<file path="config.mk">
export PLATFORM = sky130hd
export DESIGN_NAME = uart_rx_frontend
export DESIGN_NICKNAME = d
export VERILOG_FILES = /design/src/rtl/uart_rx_frontend.sv
export SDC_FILE = /design/constraint.sdc
export NUM_CORES = 1
export LEC_CHECK = 0
export BUFFER_PORTS_ARGS = -buffer_cell sky130_fd_sc_hd__buf_4
export CORE_ASPECT_RATIO = 0.9
export CORE_MARGIN = 2
export CORE_UTILIZATION = 40
export DETAILED_ROUTE_END_ITERATION = 6
export GPL_ROUTABILITY_DRIVEN = 0
export SYNTH_ARGS = -nofsm -noshare
export SYNTH_HDL_FRONTEND = slang
export SYNTH_SLANG_ARGS = --single-unit
</file>
<file path="constraint.sdc">
create_clock -name clk -period 1.75 [get_ports clk]
set_input_delay 0.2625 -clock clk [delete_from_list [all_inputs] [get_ports clk]]
set_output_delay 0.2625 -clock clk [all_outputs]
set_load 0.1 [all_outputs]
</file>
<file path="src/rtl/uart_rx_frontend.sv">
// Oversampling UART receiver front end: 2-flop synchronizer, glitch-rejecting start detect, 8N1 deframer.
// Define UART_RX_PARITY_EN to add an even-parity bit (8E1) and the parity_error strobe.
module uart_rx_frontend #(
  parameter int CLKS_PER_BIT = 16,
  parameter int DATA_BITS    = 8
) (
  input  logic                 clk,
  input  logic                 rst,
  input  logic                 rxd,
  output logic [DATA_BITS-1:0] word,
  output logic                 word_valid,
  output logic                 word_on_line,
  output logic                 frame_error,
  output logic                 parity_error
);

  localparam int CW = $clog2(CLKS_PER_BIT);
  localparam int BW = $clog2(DATA_BITS + 1);
  localparam logic [CW-1:0] C_HALF = CW'(CLKS_PER_BIT / 2 - 1);
  localparam logic [CW-1:0] C_FULL = CW'(CLKS_PER_BIT - 1);
  localparam logic [BW-1:0] B_LAST = BW'(DATA_BITS - 1);

  typedef enum logic [2:0] {
    S_IDLE,
    S_START,
    S_DATA,
`ifdef UART_RX_PARITY_EN
    S_PARITY,
`endif
    S_STOP,
    S_BREAK
  } state_t;

  logic                 r_sync1;
  logic                 r_rxs;
  state_t               r_state;
  logic [CW-1:0]        r_samp_cnt;
  logic [BW-1:0]        r_bit_cnt;
  logic [DATA_BITS-1:0] r_shift;
  logic [DATA_BITS-1:0] r_word;
  logic                 r_word_valid;
  logic                 r_frame_error;
  logic                 w_samp_half;
  logic                 w_samp_full;

  assign w_samp_half = (r_samp_cnt == C_HALF);
  assign w_samp_full = (r_samp_cnt == C_FULL);

  // Synchronizer resets to the idle-high line level so reset release never looks like a start bit.
  always_ff @(posedge clk or negedge rst) begin
    if (!rst) begin
      r_sync1 <= 1'b1;
      r_rxs   <= 1'b1;
    end else begin
      r_sync1 <= rxd;
      r_rxs   <= r_sync1;
    end
  end

`ifdef UART_RX_PARITY_EN
  logic r_par_pending;
  logic r_parity_error;
`endif

  always_ff @(posedge clk or negedge rst) begin
    if (!rst) begin
      r_state       <= S_IDLE;
      r_samp_cnt    <= '0;
      r_bit_cnt     <= '0;
      r_shift       <= '0;
      r_word        <= '0;
      r_word_valid  <= 1'b0;
      r_frame_error <= 1'b0;
`ifdef UART_RX_PARITY_EN
      r_par_pending  <= 1'b0;
      r_parity_error <= 1'b0;
`endif
    end else begin
      // NOTE: strobes default low every cycle, so any branch that sets one yields a single-cycle pulse.
      r_word_valid  <= 1'b0;
      r_frame_error <= 1'b0;
`ifdef UART_RX_PARITY_EN
      r_parity_error <= 1'b0;
`endif
      case (r_state)
        S_IDLE: begin
          if (!r_rxs) begin
            r_state    <= S_START;
            r_samp_cnt <= '0;
          end
        end
        S_START: begin
          if (w_samp_half) begin
            r_samp_cnt <= '0;
            r_bit_cnt  <= '0;
            r_state    <= r_rxs ? S_IDLE : S_DATA;
`ifdef UART_RX_PARITY_EN
            r_par_pending <= 1'b0;
`endif
          end else begin
            r_samp_cnt <= r_samp_cnt + 1'b1;
          end
        end
        S_DATA: begin
          if (w_samp_full) begin
            r_samp_cnt <= '0;
            r_shift    <= {r_rxs, r_shift[DATA_BITS-1:1]};
            r_bit_cnt  <= r_bit_cnt + 1'b1;
            if (r_bit_cnt == B_LAST) begin
`ifdef UART_RX_PARITY_EN
              r_state <= S_PARITY;
`else
              r_state <= S_STOP;
`endif
            end
          end else begin
            r_samp_cnt <= r_samp_cnt + 1'b1;
          end
        end
`ifdef UART_RX_PARITY_EN
        S_PARITY: begin
          if (w_samp_full) begin
            r_samp_cnt    <= '0;
            r_par_pending <= (^r_shift) ^ r_rxs;
            r_state       <= S_STOP;
          end else begin
            r_samp_cnt <= r_samp_cnt + 1'b1;
          end
        end
`endif
        S_STOP: begin
          if (w_samp_full) begin
            r_samp_cnt <= '0;
            if (r_rxs) begin
              r_state <= S_IDLE;
`ifdef UART_RX_PARITY_EN
              if (r_par_pending) begin
                r_parity_error <= 1'b1;
              end else begin
                r_word       <= r_shift;
                r_word_valid <= 1'b1;
              end
`else
              r_word       <= r_shift;
              r_word_valid <= 1'b1;
`endif
            end else begin
              r_frame_error <= 1'b1;
              r_state       <= S_BREAK;
            end
          end else begin
            r_samp_cnt <= r_samp_cnt + 1'b1;
          end
        end
        // A held-low line parks here so it reports one framing error, not a stream of frames.
        S_BREAK: begin
          if (r_rxs) begin
            r_state <= S_IDLE;
          end
        end
        default: r_state <= S_IDLE;
      endcase
    end
  end

  assign word         = r_word;
  assign word_valid   = r_word_valid;
  assign word_on_line = (r_state != S_IDLE);
  assign frame_error  = r_frame_error;
`ifdef UART_RX_PARITY_EN
  assign parity_error = r_parity_error;
`else
  assign parity_error = 1'b0;
`endif

endmodule
</file>
; Word level (Yosys, flattened, before mapping)
; Index checks and enable logic that the tools add are counted.
[word_totals]
reg_bits = 31
inputBits = 3
out_inout_bits = 12
elab_cells = 56
[classes]
add_sub_neg = 2
n_eq_ne = 13
mux = 22
reduce_logical = 10
[ops]
columns = op, count
row1 = $mux W3, 7
row2 = $mux W4, 5
row3 = $pmux W3 S5, 1
row4 = $ne A2 B2 Y1 const B, 6
row5 = $pmux W4 S3, 1
row6 = $add A4 B1 Y4 const B, 2
row7 = $eq A4 B3 Y1 const B, 2
row8 = $pmux W4 S2, 1
row9 = $eq A3 B2 Y1 const B, 2
row10 = $mux W1, 6
row11 = $reduce_and A3 Y1, 2
row12 = $reduce_and A6 Y1, 1
row13 = $reduce_bool A3 Y1, 2
row14 = $eq A4 B4 Y1 const B, 1
row15 = $reduce_and A2 Y1, 2
row16 = $eq A3 B1 Y1 const B, 1
row17 = $eq A3 B3 Y1 const B, 1
row18 = $logic_not A3 Y1, 1
row19 = $mux W2, 1
row20 = $reduce_bool A2 Y1, 1
row21 = $reduce_or A2 Y1, 1

; Longest topological paths before layout
; Gate-level depths: netlist of run 1.
[depth]
word_depth = 4
ltp_mapped = 5
ltp_nobuf = 4

; Worst setup path before layout of run 1
; Ideal clock, no wire load.
[synth_timing]
path_kind = register to output
from = register r_state[0]
to = output word_on_line
arrival_time_ns = 1.410
required_ns = 1.487
slack_ns = 0.078
path_stages_with_launch = 3
n_path_buf = 1
path_cell_list = dfrtp_1 > buf_1 > or3_1
[synth_between]
elab_chain_cells = 1
[synth_rtl]
columns = item, line_no
row1 = from (decl), 36  ; state_t r_state;
row2 = from (signal assigned), 96  ; r_state <= r_rxs ? S_IDLE : S_DATA;
row3 = $reduce_bool A3 Y1, 168  ; assign word_on_line = (r_state != S_IDLE);
row4 = to (decl), 12  ; output logic word_on_line,
; Every way passes these cells.

; Worst setup path after layout of run 1
[layout_timing]
from = register r_samp_cnt[0]
to = register r_state[0]
[layout_between]
elab_chain_cells = 3
elab_cells_between_ends = 6
[layout_rtl]
columns = item, line_no
row1 = from (decl), 37  ; logic [CW-1:0] r_samp_cnt;
row2 = from (signal assigned), 101  ; r_samp_cnt <= r_samp_cnt + 1'b1;
row3 = from (signal assigned), 117  ; r_samp_cnt <= r_samp_cnt + 1'b1;
row4 = from (signal assigned), 152  ; r_samp_cnt <= r_samp_cnt + 1'b1;
row5 = $eq A4 B4 Y1 / $eq A4 B3 Y1 (equally long branches), "47, 46"
row6 = $ne A2 B2 Y1 (no source line), --
row7 = $reduce_and A6 Y1 (no source line) (*), --
; Every way passes the cells marked *; elsewhere a longest branch is shown, timed or not.
; A chain may end at the register's enable or synchronous reset.

==> results of run 1 <==
worst paths after layout:
| check | start | to | slack, ns | cells past startpoint |
|---|---|---|---|---|
| max | r_samp_cnt[0] | r_state[0] | 0.08 | 4 |
| min | rxd | r_sync1 | 0.09 | 1 |
| max reg2reg | r_samp_cnt[0] | r_state[0] | 0.08 | 4 |
| min reg2reg | r_sync1 | r_rxs | 0.35 | 0 |
| max in group asynchronous | rst | r_sync1 | 0.98 | 2 |
| min in group asynchronous | rst | r_samp_cnt[2] | 0.45 | 2 |
cell usage in the layout, fill, tap and decap left out, drive strengths merged, types with 3 or more instances in the layout:
master	n
a21oi	3
a31oi	3
buf	20
clkbuf	6
dfrtp	29
inv	5
mux2	17
nand2	3
nand3b	3
nor2	3
nor3b	3
o21ai	7
final cells by class:
class | count | area, um2 | area share
Clock buffer | 6 | 82.58 | 0.04864
Clock inverter | 2 | 35.03 | 0.02063
Inverter | 5 | 18.77 | 0.01105
Multi-Input combinational cell | 69 | 563.0 | 0.3316
Sequential cell | 31 | 779.5 | 0.4591
Tap cell | 44 | 55.05 | 0.03242
Timing Repair Buffer | 21 | 163.9 | 0.09654
stage by stage:
| stage | hold WS (ns) | utilization | std cells | cell area, um2 | setup WS, ns |
|---|---|---|---|---|---|
| floorplan | -0.03309 | - | 110 | 1379 | 0.07770 |
| finish | 0.09482 | 0.5102 | 178 | 1698 | 0.07718 |
| global placement | 0.2120 | 0.4609 | 166 | 1534 | 0.08845 |
| detailed placement | 0.2166 | 0.4609 | 166 | 1534 | 0.05761 |
| CTS | 0.08071 | 0.5053 | 177 | 1682 | 0.02662 |
| global route | 0.07862 | 0.5102 | 178 | 1698 | 0.01595 |
report_power, final:
group	switching (uW)	internal, uW
clock network	259	460
registers	83.6	780
logic	284	194
layer usage:
layer	vias to the layer above	GRT usage	share of wire
met3	2	0.05085	0.039
met4	0	0.07143	0.0086
met5	-	0	0
met1	453	0.1944	0.47
met2	17	0.2179	0.48
li1	447	-	-
logic make-up (layout without fill, tap and decap cells):
group | count (synthesis) | in the layout
DFF | 31 | 31
adders and majority gates | 2 | 2
AOI/OAI and AO/OA | 19 | 19
buffers and inverters | 10 | 34
muxes | 19 | 19
other | 1 | 1
and+or+nand+nor | 28 | 28
registers in the layout (all words and copies together) (netlist names):
register / cells
word: 8
r_rxs: 1
r_shift: 8
frame_error: 1
r_sync1: 1
word_valid: 1
r_bit_cnt: 4
r_state: 3
r_samp_cnt: 4
worst reg2reg max path: cells and delay by family (launching register included):
family                   cells  cell delay, ns
multiplexers                 1            0.28
AO/OA/AOI/OAI                1            0.45
adder cells (fa/ha/maj)      1            0.23
flip-flops                   1            0.42
AND/OR/NAND/NOR              1            0.18
what timing repair did:
item | CTS | global route
cloned | 0 | 0
endpoints found under the setup margin | 1 | 17
setup buffers | 2 | 1
hold endpoints to repair | 29 | 0
resized for setup | 2 | 3
hold buffers | 1 | 0
==> results.json, run 1 <==
{
  "status": "finished, final reports clean",
  "synth-main-ff-cell": "dfrtp_1",
  "clock_latency_ns": 0.28,
  "ys_ff_latch": 31,
  "first_pass_iters": 4,
  "synth-simple-area-share": 0.1416,
  "synth_fa_ha_area_frac": 0.01815,
  "num_antenna_cells": 0,
  "vias": 919,
  "netlist.top_cell.by_area": "dfrtp_1",
  "n_fill_cell": 285,
  "area_delta_synth_final_pct": 23.14,
  "grt-ovfl-total": 0,
  "drc": 0,
  "synth_area_um2": 1379,
  "cap_violations": 0,
  "grtUsageTotal": 0.1473,
  "setup_tns_ns": 0,
  "synth_edf_count": 0,
  "synthDistinctLibCells": 39,
  "fp.dieH_um": 59.70,
  "hp-class": "in -> reg",
  "dieArea_um2": 3933,
  "endpoint_kind": "register",
  "p_per_area_nw_per_um2": 1213,
  "grt_max_degree": 32,
  "fmax_mhz": 597.8,
  "via_per_inst": 5.163,
  "finalSetupViolCount": 0,
  "crit_fanout": 6,
  "irDropWorstVdd_v": 0.0009678,
  "nets": 138,
  "yosysWarnings": 0,
  "seq_area_frac_synth": 0.5644,
  "start_util": 0.4143,
  "grt_pass1_wl_mm": 4.215,
  "slowest_delay_ns": 0.45,
  "start_kind": "register",
  "cts_buffer_depth": 2,
  "syn_inst": 110,
  "cts_buffers": 5,
  "core.rowCount": 20,
  "path_delay_family": "compound AO/OA/AOI/OAI gates",
  "crit_buf_inv": 0,
  "dieWidth_um": 65.89,
  "synth.area.top_cells": "dfrtp_1 (53%), mux2_2 (14%), dfstp_2 (3.8%)",
  "synth_top_family_by_area": "multiplexers",
  "io_buffer_count": 13,
  "clk_pin_slew_worst_paths_ns": 0.07,
  "synth_xor_area_frac": 0,
  "grt_pass1_vias": 891,
  "cts.sinks": 31,
  "crit_arrival_ns": 1.84,
  "worstPathCellList": "ha_2, and2_1, a2111o_1, mux2_2",
  "fin_skew_ns": 0.007441,
  "critPathRequiredTime_ns": 1.91,
  "coreArea_um2": 3328,
  "worstSetupPathType": "reg -> reg",
  "htreeDepth": 2,
  "hold_viol": 0,
  "drtIter0Drc": 36,
  "finalMaxSlewViolations": 0,
  "synth-compound-area-share": 0.08621,
  "leakagePower_uw": 0.0008285,
  "synth_nets": 115,
  "antenna_found_initial": 0,
  "postSynth.asyncResetShare": 1.000,
  "fin_crit_sh": 0.9559,
  "grt_setup_unrepaired": "no",
  "cp_slowest_cell": "a2111o_1",
  "total_power_uw": 2060,
  "cts_tree": "done",
  "postRouteAntennaNets": 0,
  "drive_gt1_frac": 0.4030,
  "synth.area.mux_share": 0.1534,
  "synth_area_per_cell_um2": 12.53,
  "synthMostInstantiatedCell": "dfrtp_1",
  "synthTopCellsByCount": "dfrtp_1 (29), mux2_2 (17), o21ai_0 (7)",
  "yosysTopAreaCellShare": 0.5263,
  "routedWlPerCell_um": 13.69,
  "io_pins": 15,
  "cts-root-buf": "clkbuf_8",
  "period_minus_slack_ns": 1.673,
  "hpwl_mm": 1.564,
  "drt_wl_total_mm": 2.437
}
Power figures use the tool's default switching activity.
==> run 2: changes to the inputs <==
REMOVE_ABC_BUFFERS = 1   (was default)
==> run 2 against run 1 <==
Against the previous run: sequential share of layout area grew 1.4 points; fmax grew 0.59%; setup slack gained 0.0098 ns; global-route usage shrank 1.2 points; via count shrank 2.7%; die area is the same; sequential power is essentially flat; count of clock-buffer cells in the layout grew 1; clock power shrank 22%; sequential cell count is the same; first-iteration DRC count grew 64%; highest routed layer unchanged.
==> results.json, run 2 (synthesis results as in run 1) <==
{
  "nets": 136,
  "top_usage_layer": "met2",
  "finalSetupViolCount": 0,
  "grt-ovfl-total": 0,
  "finish.utilization": 0.4947,
  "grt.met2_usage": 0.1962,
  "endpoint_kind": "register",
  "htreeDepth": 2,
  "reg2reg_depth": 4,
  "routedWlPerCell_um": 12.82,
  "reg2reg_to": "r_state[0]",
  "start_kind": "register",
  "worstSetupPathType": "reg -> reg",
  "grt_setup_unrepaired": "no",
  "cts_setup_buffers": 0,
  "dieArea_um2": 3933,
  "hp-class": "in -> reg",
  "irDropWorstVdd_v": 0.0005625,
  "p_per_area_nw_per_um2": 1117,
  "io_buffer_count": 13,
  "cts-root-buf": "clkbuf_8",
  "fmax_mhz": 601.3,
  "postRouteAntennaNets": 0,
  "numPlacedInstances": 167,
  "clock_latency_ns": 0.27,
  "core.rowCount": 20,
  "first_pass_iters": 4,
  "grt_pass1_vias": 858,
  "tightest_slew_ns": 0.5043,
  "r2r_slack_ns": 0.09,
  "vias": 894,
  "layout_common_cells": "dfrtp_1 (29), buf_4 (18), mux2_2 (17)",
  "critPathRequiredTime_ns": 1.91,
  "cts_tree": "done",
  "status": "finished, final reports clean",
  "hpwl_mm": 1.543,
  "grt_util_met1": 0.1818,
  "final_common_cell": "dfrtp_1",
  "hold_viol": 0,
  "cts_buffers": 5,
  "area_delta_synth_final_pct": 19.42,
  "grt_pass1_wl_mm": 3.933,
  "slew_headroom": 0.6631,
  "grtUsageTotal": 0.1357,
  "num_antenna_cells": 0,
  "drc": 0,
  "coreArea_um2": 3328,
  "drive_gt1_frac": 0.3788,
  "crit_arrival_ns": 1.82,
  "grt_util_met3": 0.04520,
  "cap_violations": 0,
  "start_util": 0.4143,
  "hp-start": "rxd",
  "crit_fanout": 6,
  "finalMaxSlewViolations": 0,
  "antenna_found_initial": 0,
  "via_per_inst": 5.080,
  "setup_tns_ns": 0,
  "drt_wl_total_mm": 2.256,
  "cts_buffer_depth": 2,
  "instances_no_fill": 176,
  "dieWidth_um": 65.89,
  "min_path_cells": 1,
  "r2r-start": "r_samp_cnt[0]",
  "grt_max_degree": 32,
  "fp.dieH_um": 59.70,
  "fin_skew_ns": 0.003631,
  "fin_crit_sh": 0.9503,
  "drtIter0Drc": 59,
  "hold_path_end": "r_sync1",
  "leakagePower_uw": 0.0007959,
  "clk_pin_slew_worst_paths_ns": 0.06,
  "cts.sinks": 31,
  "io_pins": 15,
  "period_minus_slack_ns": 1.663
}
[run 2: cell types whose count changed in the layout (fill, tap and decap cells not counted)]
cell	before	now
clkbuf_1	0	1
dfrtp_2	1	0
nand2_4	1	0
buf_4	19	18
buf_6	1	0
dfrtp_1	28	29
bufinv_16	1	0
nand2_2	0	1
[run 2: cell type report]
cell class,instances,area (um2)
inverters,5,18.77
well taps,44,55.05
multi-input cells,69,558.0
flip-flops and latches,31,778.2
clock buffers,7,86.33
fillers,303,1682
clock inverters,1,5.005
repair buffers,19,145.1
[run 2: worst max-delay path by stage]
stage	startpoint	end	slack [ns]
finish	r_samp_cnt[0]	r_state[0]	0.09
global placement	r_samp_cnt[0]	r_state[0]	0.07
CTS	r_samp_cnt[0]	r_state[0]	0.03
global route	r_samp_cnt[0]	r_state[0]	0.05
floorplan	r_samp_cnt[0]	r_state[0]	0.13
detailed placement	r_samp_cnt[0]	r_state[0]	0.04
[run 2: routing by layer]
layer	wire length, um	share of wire
met4	21	0.0093
met2	1067	0.47
met1	1094	0.48
met3	72	0.032
met5	0	0
[run 2: per-stage QoR]
stage               cell area, um2  power, uW  hold WS, ns  setup WS [ns]
global placement              1541       1280       0.2140        0.07456
CTS                           1643       1859      0.08378        0.02956
detailed placement            1541       1287       0.2159        0.04018
finish                        1647       1840      0.09469        0.08694
global route                  1647       1956      0.07845        0.04582
floorplan                     1351       1160     -0.03309         0.1321
[run 2: power by group]
group	leakage, uW	switching, uW	internal, uW
Clock	0.0000482	247	317
Sequential	0.000419	88.2	778
Combinational	0.000329	251	159
[run 2: what timing repair did]
| action | in CTS | in global routing |
|---|---|---|
| resized for setup | 0 | 2 |
| endpoints found under the setup margin | 0 | 12 |
| hold buffers | 1 | 0 |
| hold endpoints to repair | 29 | 0 |
[run 2: worst max-delay path, cell delays in order, from the launching register on]
cell,delay (ns)
dfrtp_1,0.40
ha_2,0.22
and2_1,0.18
a2111o_1,0.46
mux2_2,0.28
